### config.mk
export PLATFORM = sky130hd
export DESIGN_NAME = vt_sensor_spi_master
export DESIGN_NICKNAME = d
export VERILOG_FILES = /design/src/rtl/vt_sensor_spi_master.sv
export SDC_FILE = /design/constraint.sdc
export NUM_CORES = 1
export LEC_CHECK = 0
export BUFFER_PORTS_ARGS = -buffer_cell sky130_fd_sc_hd__buf_2
export CAP_MARGIN = 0
export CORE_ASPECT_RATIO = 1.75
export CORE_MARGIN = 1.5
export CORE_UTILIZATION = 50
export CTS_BUF_LIST = sky130_fd_sc_hd__clkbuf_4
export CTS_CLUSTER_SIZE = 30
export DETAILED_ROUTE_END_ITERATION = 10
export PLACE_DENSITY_LB_ADDON = 0.25
export RECOVER_POWER = 25
export SLEW_MARGIN = 20
export SYNTH_ARGS = -nofsm -noshare
export SYNTH_HDL_FRONTEND = slang
export SYNTH_SLANG_ARGS = --single-unit
### constraint.sdc
create_clock -name CLK -period 3.15 [get_ports CLK]
set_input_delay 0 -clock CLK [delete_from_list [all_inputs] [get_ports CLK]]
set_output_delay 0 -clock CLK [all_outputs]
set_load 0.01 [all_outputs]
### src/rtl/vt_sensor_spi_master.sv
// Host-side SPI mode-0 initiator for the VT sensor's 64-bit responder.
// One full-duplex MSB-first frame per accepted start; MISO passes through a synchroniser.
module vt_sensor_spi_master #(
  parameter int FRAME_BITS  = 64,
  parameter int CLK_DIV     = 4,
  parameter int CS_SETUP    = 2,
  parameter int CS_HOLD     = 2,
  parameter int SYNC_STAGES = 2
) (
  input  logic                  CLK,
  input  logic                  RSTHIGH,
  input  logic                  i_start,
  input  logic [FRAME_BITS-1:0] i_txdata,
  output logic                  o_busy,
  output logic [FRAME_BITS-1:0] o_rxdata,
  output logic                  o_rxdv,
  output logic                  SPI_CLK,
  output logic                  SPI_CS,
  output logic                  SPI_MOSI,
  input  logic                  SPI_MISO
);

  localparam int BW = (FRAME_BITS > 1) ? $clog2(FRAME_BITS) : 1;
  localparam logic [7:0]    DIV_LAST   = 8'(CLK_DIV - 1);
  localparam logic [7:0]    SETUP_LAST = 8'(CS_SETUP - 1);
  localparam logic [7:0]    HOLD_LAST  = 8'(CS_HOLD - 1);
  localparam logic [BW-1:0] BIT_LAST   = BW'(FRAME_BITS - 1);

  typedef enum logic [2:0] {
    ST_IDLE  = 3'd0,
    ST_SETUP = 3'd1,
    ST_LOW   = 3'd2,
    ST_HIGH  = 3'd3,
    ST_HOLD  = 3'd4
  } state_t;

  state_t                  state_q, state_d;
  logic [7:0]              phase_q, phase_d;
  logic [BW-1:0]           bitcnt_q, bitcnt_d;
  logic [FRAME_BITS-1:0]   tx_q, tx_d;
  logic [FRAME_BITS-1:0]   rx_q, rx_d;
  logic [FRAME_BITS-1:0]   rxdata_q, rxdata_d;
  logic [SYNC_STAGES-1:0]  sync_q, sync_d;
  logic                    sclk_q, sclk_d;
  logic                    cs_q, cs_d;
  logic                    mosi_q, mosi_d;
  logic                    busy_q, busy_d;
  logic                    rxdv_q, rxdv_d;
  logic                    miso_sync;
  logic                    phase_done;

  // MISO synchroniser shift; its last stage is the only value the FSM samples
  always_comb begin
    sync_d    = {sync_q[SYNC_STAGES-2:0], SPI_MISO};
    miso_sync = sync_q[SYNC_STAGES-1];
  end

  // Next-state and next-output logic for the frame sequencer
  always_comb begin
    state_d    = state_q;
    phase_d    = phase_q;
    bitcnt_d   = bitcnt_q;
    tx_d       = tx_q;
    rx_d       = rx_q;
    rxdata_d   = rxdata_q;
    sclk_d     = sclk_q;
    cs_d       = cs_q;
    mosi_d     = mosi_q;
    rxdv_d     = 1'b0;
    phase_done = (phase_q == 8'd0);

    case (state_q)
      ST_IDLE: begin
        if (i_start) begin
          // tx_q holds the bits still to send, left-aligned after the MSB
          tx_d     = {i_txdata[FRAME_BITS-2:0], 1'b0};
          mosi_d   = i_txdata[FRAME_BITS-1];
          bitcnt_d = '0;
          cs_d     = 1'b0;
          sclk_d   = 1'b0;
          phase_d  = SETUP_LAST;
          state_d  = ST_SETUP;
        end else begin
          cs_d   = 1'b1;
          sclk_d = 1'b0;
          mosi_d = 1'b0;
        end
      end

      ST_SETUP: begin
        if (phase_done) begin
          sclk_d  = 1'b1;
          phase_d = DIV_LAST;
          state_d = ST_HIGH;
        end else begin
          phase_d = phase_q - 8'd1;
        end
      end

      ST_HIGH: begin
        if (phase_done) begin
          rx_d   = {rx_q[FRAME_BITS-2:0], miso_sync};
          sclk_d = 1'b0;
          if (bitcnt_q == BIT_LAST) begin
            phase_d = HOLD_LAST;
            state_d = ST_HOLD;
          end else begin
            mosi_d   = tx_q[FRAME_BITS-1];
            tx_d     = {tx_q[FRAME_BITS-2:0], 1'b0};
            bitcnt_d = bitcnt_q + BW'(1);
            phase_d  = DIV_LAST;
            state_d  = ST_LOW;
          end
        end else begin
          phase_d = phase_q - 8'd1;
        end
      end

      ST_LOW: begin
        if (phase_done) begin
          sclk_d  = 1'b1;
          phase_d = DIV_LAST;
          state_d = ST_HIGH;
        end else begin
          phase_d = phase_q - 8'd1;
        end
      end

      ST_HOLD: begin
        if (phase_done) begin
          cs_d     = 1'b1;
          mosi_d   = 1'b0;
          rxdata_d = rx_q;
          rxdv_d   = 1'b1;
          state_d  = ST_IDLE;
        end else begin
          phase_d = phase_q - 8'd1;
        end
      end

      default: begin
        cs_d    = 1'b1;
        sclk_d  = 1'b0;
        mosi_d  = 1'b0;
        state_d = ST_IDLE;
      end
    endcase

    busy_d = (state_d != ST_IDLE);
  end

  // State, datapath and output registers with synchronous reset
  always_ff @(posedge CLK) begin
    if (RSTHIGH) begin
      state_q  <= ST_IDLE;
      phase_q  <= 8'd0;
      bitcnt_q <= '0;
      tx_q     <= '0;
      rx_q     <= '0;
      rxdata_q <= '0;
      sync_q   <= '0;
      sclk_q   <= 1'b0;
      cs_q     <= 1'b1;
      mosi_q   <= 1'b0;
      busy_q   <= 1'b0;
      rxdv_q   <= 1'b0;
    end else begin
      state_q  <= state_d;
      phase_q  <= phase_d;
      bitcnt_q <= bitcnt_d;
      tx_q     <= tx_d;
      rx_q     <= rx_d;
      rxdata_q <= rxdata_d;
      sync_q   <= sync_d;
      sclk_q   <= sclk_d;
      cs_q     <= cs_d;
      mosi_q   <= mosi_d;
      busy_q   <= busy_d;
      rxdv_q   <= rxdv_d;
    end
  end

  assign o_busy   = busy_q;
  assign o_rxdata = rxdata_q;
  assign o_rxdv   = rxdv_q;
  assign SPI_CLK  = sclk_q;
  assign SPI_CS   = cs_q;
  assign SPI_MOSI = mosi_q;

endmodule
==> run summary <==
The tools report the synthesized netlist net count as 1,119. Ranked by instance count, the synthesized netlist is headed by sky130_fd_sc_hd__nand2_1 (389), sky130_fd_sc_hd__dfxtp_1 (215), sky130_fd_sc_hd__a21oi_1 (136). Following the worst setup path forward leads to its endpoint at tx_q[1]. Largest area contributor in the synthesized netlist: sky130_fd_sc_hd__dfxtp_1. The detailed placement HPWL was 11.0 mm. The count of yosys warnings during synthesis was 0; the period utilization was 91.3%. For this run, the post-layout net count is 1,380. In the final timing run, aggregate negative setup slack is 0 ps. The total of max-cap violations is 1, and the power per cell area is 702 nW/um^2. Classification of the worst setup path: flop to flop.

The required arrival time at the worst endpoint came out at 3690 ps. In this run the worst path has a maximum fanout of 63. TritonCTS built the clock tree. After layout, the design draws a total of 0.00767 W. The total of buffers placed on input and output ports was 136; the post-synthesis instance total was 1,048. The logs give 137 for the boundary pin count and 590 ps for the clock latency of the later-clocked register in the worst-skew pair.

For this design, the sink count on the clock tree is 215. The post-synthesis async set-or-reset flop share was 0%. The overall overflow remaining after global route is 0. The run finished, with violations left. The synthesized netlist occupies a cell area of 8290 um^2. Timing startpoint of the critical path: state_q[2]. Summed over its instances, the top area cell type makes up 51.9% of the synthesized netlist area. At the placement stage, the worst setup path has a slack of 781 ps. The initial antenna violation count is 1.

In the routed design, unresolved DRC markers number 0. The sequential-to-total area share from yosys stat was 51.9%. For this configuration, the core starts out at a cell density of 50.9%.

The H-tree was split into 2 levels. The count of unique library cells instantiated by Yosys is 47, and the floorplan die width is 100 um. In this run the worst hold path is classified as input pin to flop. The longest clock path from root to sink contains 3 buffers. Length in cells of the worst reg-to-reg path: 6. The tools report the number of iterations in the first detailed-routing pass as 5.

Entering global routing, the biggest net connects 132 pins. The logs give 356 for the initial detailed-routing violation count and 35.1 mm for the first-pass GRT wire length. Counting flops and latches in the post-synthesis netlist gives 215. The final reports fail on max-capacitance violations, max-slew violations. The post-detailed-routing wire length was 21.0 mm. The number of hold violations in the final report is 0, and the register-to-register setup slack is 270 ps. The area inside the core boundary was 16,300 um^2. Sorting the synthesized cells by area gives the leading types as sky130_fd_sc_hd__dfxtp_1 (52%), sky130_fd_sc_hd__nand2_1 (18%), sky130_fd_sc_hd__a21oi_1 (8.2%).

For the worst setup path, the data arrival time is 3410 ps. In this run, CTS created clock tree buffers numbering 48. The average vias per placed instance is 5.34, and the post-layout worst setup margin is 274 ps. The analysis attributes to cell leakage a power of 4.16 nW.

The most frequent cell after synthesis was sky130_fd_sc_hd__nand2_1. Hold timing on the final database bottoms out at a slack of 189 ps. Setup repair after global routing left no endpoint under its margin. For the finished layout, the period the worst path requires is 2880 ps. The count of nets left with antenna violations once routing finished came out at 0.

From synthesis to final layout, the design area changed by 31.8%. The most used flip-flop cell after synthesis is sky130_fd_sc_hd__dfxtp_1. The transition time at the pin with the least slew margin was 2320 ps.

The clock edge transition at the registers on the reported setup and hold paths was 70 ps. After detailed placement, the total cell area comes to 9050 um^2. The number of enable flip-flop cells after synthesis was 0; the mean area per synthesized cell was 7.91 um^2. STA classifies the critical path startpoint as a flop. The logs give 0.836 for the routability congestion estimate from global placement and 0.572 mV for the peak ir drop on the vdd network. The routed layout has 8,193 vias.

For the final database, setup skew stands at 21.2 ps. The layout filler cell count was 1,369; the total setup violations reported at the end of the flow was 0. The tools report the via count of the first global-routing pass as 7,928.

The proportion of layout cells with a drive suffix above 1 was 13.1%. STA classifies the critical path endpoint as a flop. For this run, the total global-route usage over all layers was measured as 24.0%. The mean routed wirelength per cell came out at 13.7 um.

The tools report the worst flop-to-flop path startpoint as state_q[2]. The floorplan step defined a die boundary enclosing 17,400 um^2. In this run the vertical extent of the chip is 173 um. For the count of pins over their slew limit, the log shows 132. For the maximum operating frequency, the log shows 0.348 GHz. The floorplan row count was 62; the final instance area was 10,900 um^2. CTS placed an instance of sky130_fd_sc_hd__clkbuf_4 at the clock tree root. The tightest slew margin relative to the limit was -54.8%. Critical register-to-register path endpoint: tx_q[1].
-- timing repair --
item,4_1_cts,5_1_grt
hold endpoints to repair,76,0
hold buffers,133,0
gates resized for setup,0,2
buffers inserted,0,5
endpoints found under the setup margin,0,4
-- cell usage in the layout (no fill, tap or decap), types with 9 or more instances in the layout --
cell                              n
sky130_fd_sc_hd__clkinv_1         9
sky130_fd_sc_hd__nand3_1         10
sky130_fd_sc_hd__a21oi_1        136
sky130_fd_sc_hd__clkbuf_1        69
sky130_fd_sc_hd__buf_4           13
sky130_fd_sc_hd__a311oi_1        63
sky130_fd_sc_hd__buf_2           67
sky130_fd_sc_hd__dfxtp_1        215
sky130_fd_sc_hd__nor2_1          83
sky130_fd_sc_hd__dlygate4sd3_1  133
sky130_fd_sc_hd__clkbuf_4        70
sky130_fd_sc_hd__nand2_1        388
-- routing by layer --
| layer | vias to the layer above | track usage (%) | wire length (um) |
|---|---|---|---|
| li1 | 4062 | - | - |
| met4 | 0 | 11.0 | 629 |
| met1 | 3812 | 26.9 | 8210 |
| met3 | 62 | 4.52 | 1030 |
| met5 | - | 0 | 0 |
| met2 | 257 | 42.9 | 11100 |
-- worst max-delay path, stage by stage (launching register included) --
cell and delay [ps]:
sky130_fd_sc_hd__dfxtp_1 630, sky130_fd_sc_hd__nand3b_1 320, sky130_fd_sc_hd__buf_6 430, sky130_fd_sc_hd__a32oi_1 180
sky130_fd_sc_hd__dlygate4sd3_1 600, sky130_fd_sc_hd__nor2_1 90, sky130_fd_sc_hd__dlygate4sd3_1 560
-- through the flow --
stage	instances	utilization (%)
after floorplan	1048	-
after global placement	1313	55.5
after detailed placement	1313	55.5
after CTS	1528	67.4
after global routing	1534	67.1
final	1534	67.1
-- worst min path at each step --
stage | depth (start not counted) | start | end
detailed placement | 2 | SPI_MISO | sync_q[0]
CTS | 3 | SPI_MISO | sync_q[0]
global placement | 2 | SPI_MISO | sync_q[0]
finish | 3 | SPI_MISO | sync_q[0]
global route | 3 | SPI_MISO | sync_q[0]
floorplan | 1 | SPI_MISO | sync_q[0]
-- flip-flops by register name (all words and copies together), names as in the netlist --
name / cells
o_rxdata: 64
rx_q: 64
tx_q: 63
phase_q: 8
bitcnt_q: 6
state_q: 3
sync_q: 2
SPI_CLK: 1
SPI_CS: 1
SPI_MOSI: 1
o_busy: 1
o_rxdv: 1
-- cells by family (layout without fill, tap and decap cells) --
family          count (synthesis)  count (layout)  synth area share [%]
simple gates                  515             515                  24.9
buf+inv                        83             376                  4.89
flops                         215             215                  51.9
fa+ha+maj                       3               3                 0.453
other cells                     0               1                     0
compound gates                223             223                  16.9
xor+xnor                        9               9                 0.950
-- power breakdown --
group	leakage, nW	switching, W	total (W)	internal (W)
sequential	1.75	0.000259	0.00333	0.00307
clock	0.358	0.00103	0.00213	0.00110
combinational	2.05	0.00113	0.00222	0.00109
-- area by class of cell --
type	instances	area, um^2	share of cell area, %
Timing Repair Buffer	291	2180	19.9
Multi-Input combinational cell	750	3600	32.9
Sequential cell	215	4300	39.4
Inverter	3	11.3	0.103
Clock inverter	12	72.6	0.664
Tap cell	192	240	2.20
Antenna cell	1	2.50	0.0229
Clock buffer	70	526	4.81
Note: power is estimated with default switching activity, not from simulation.
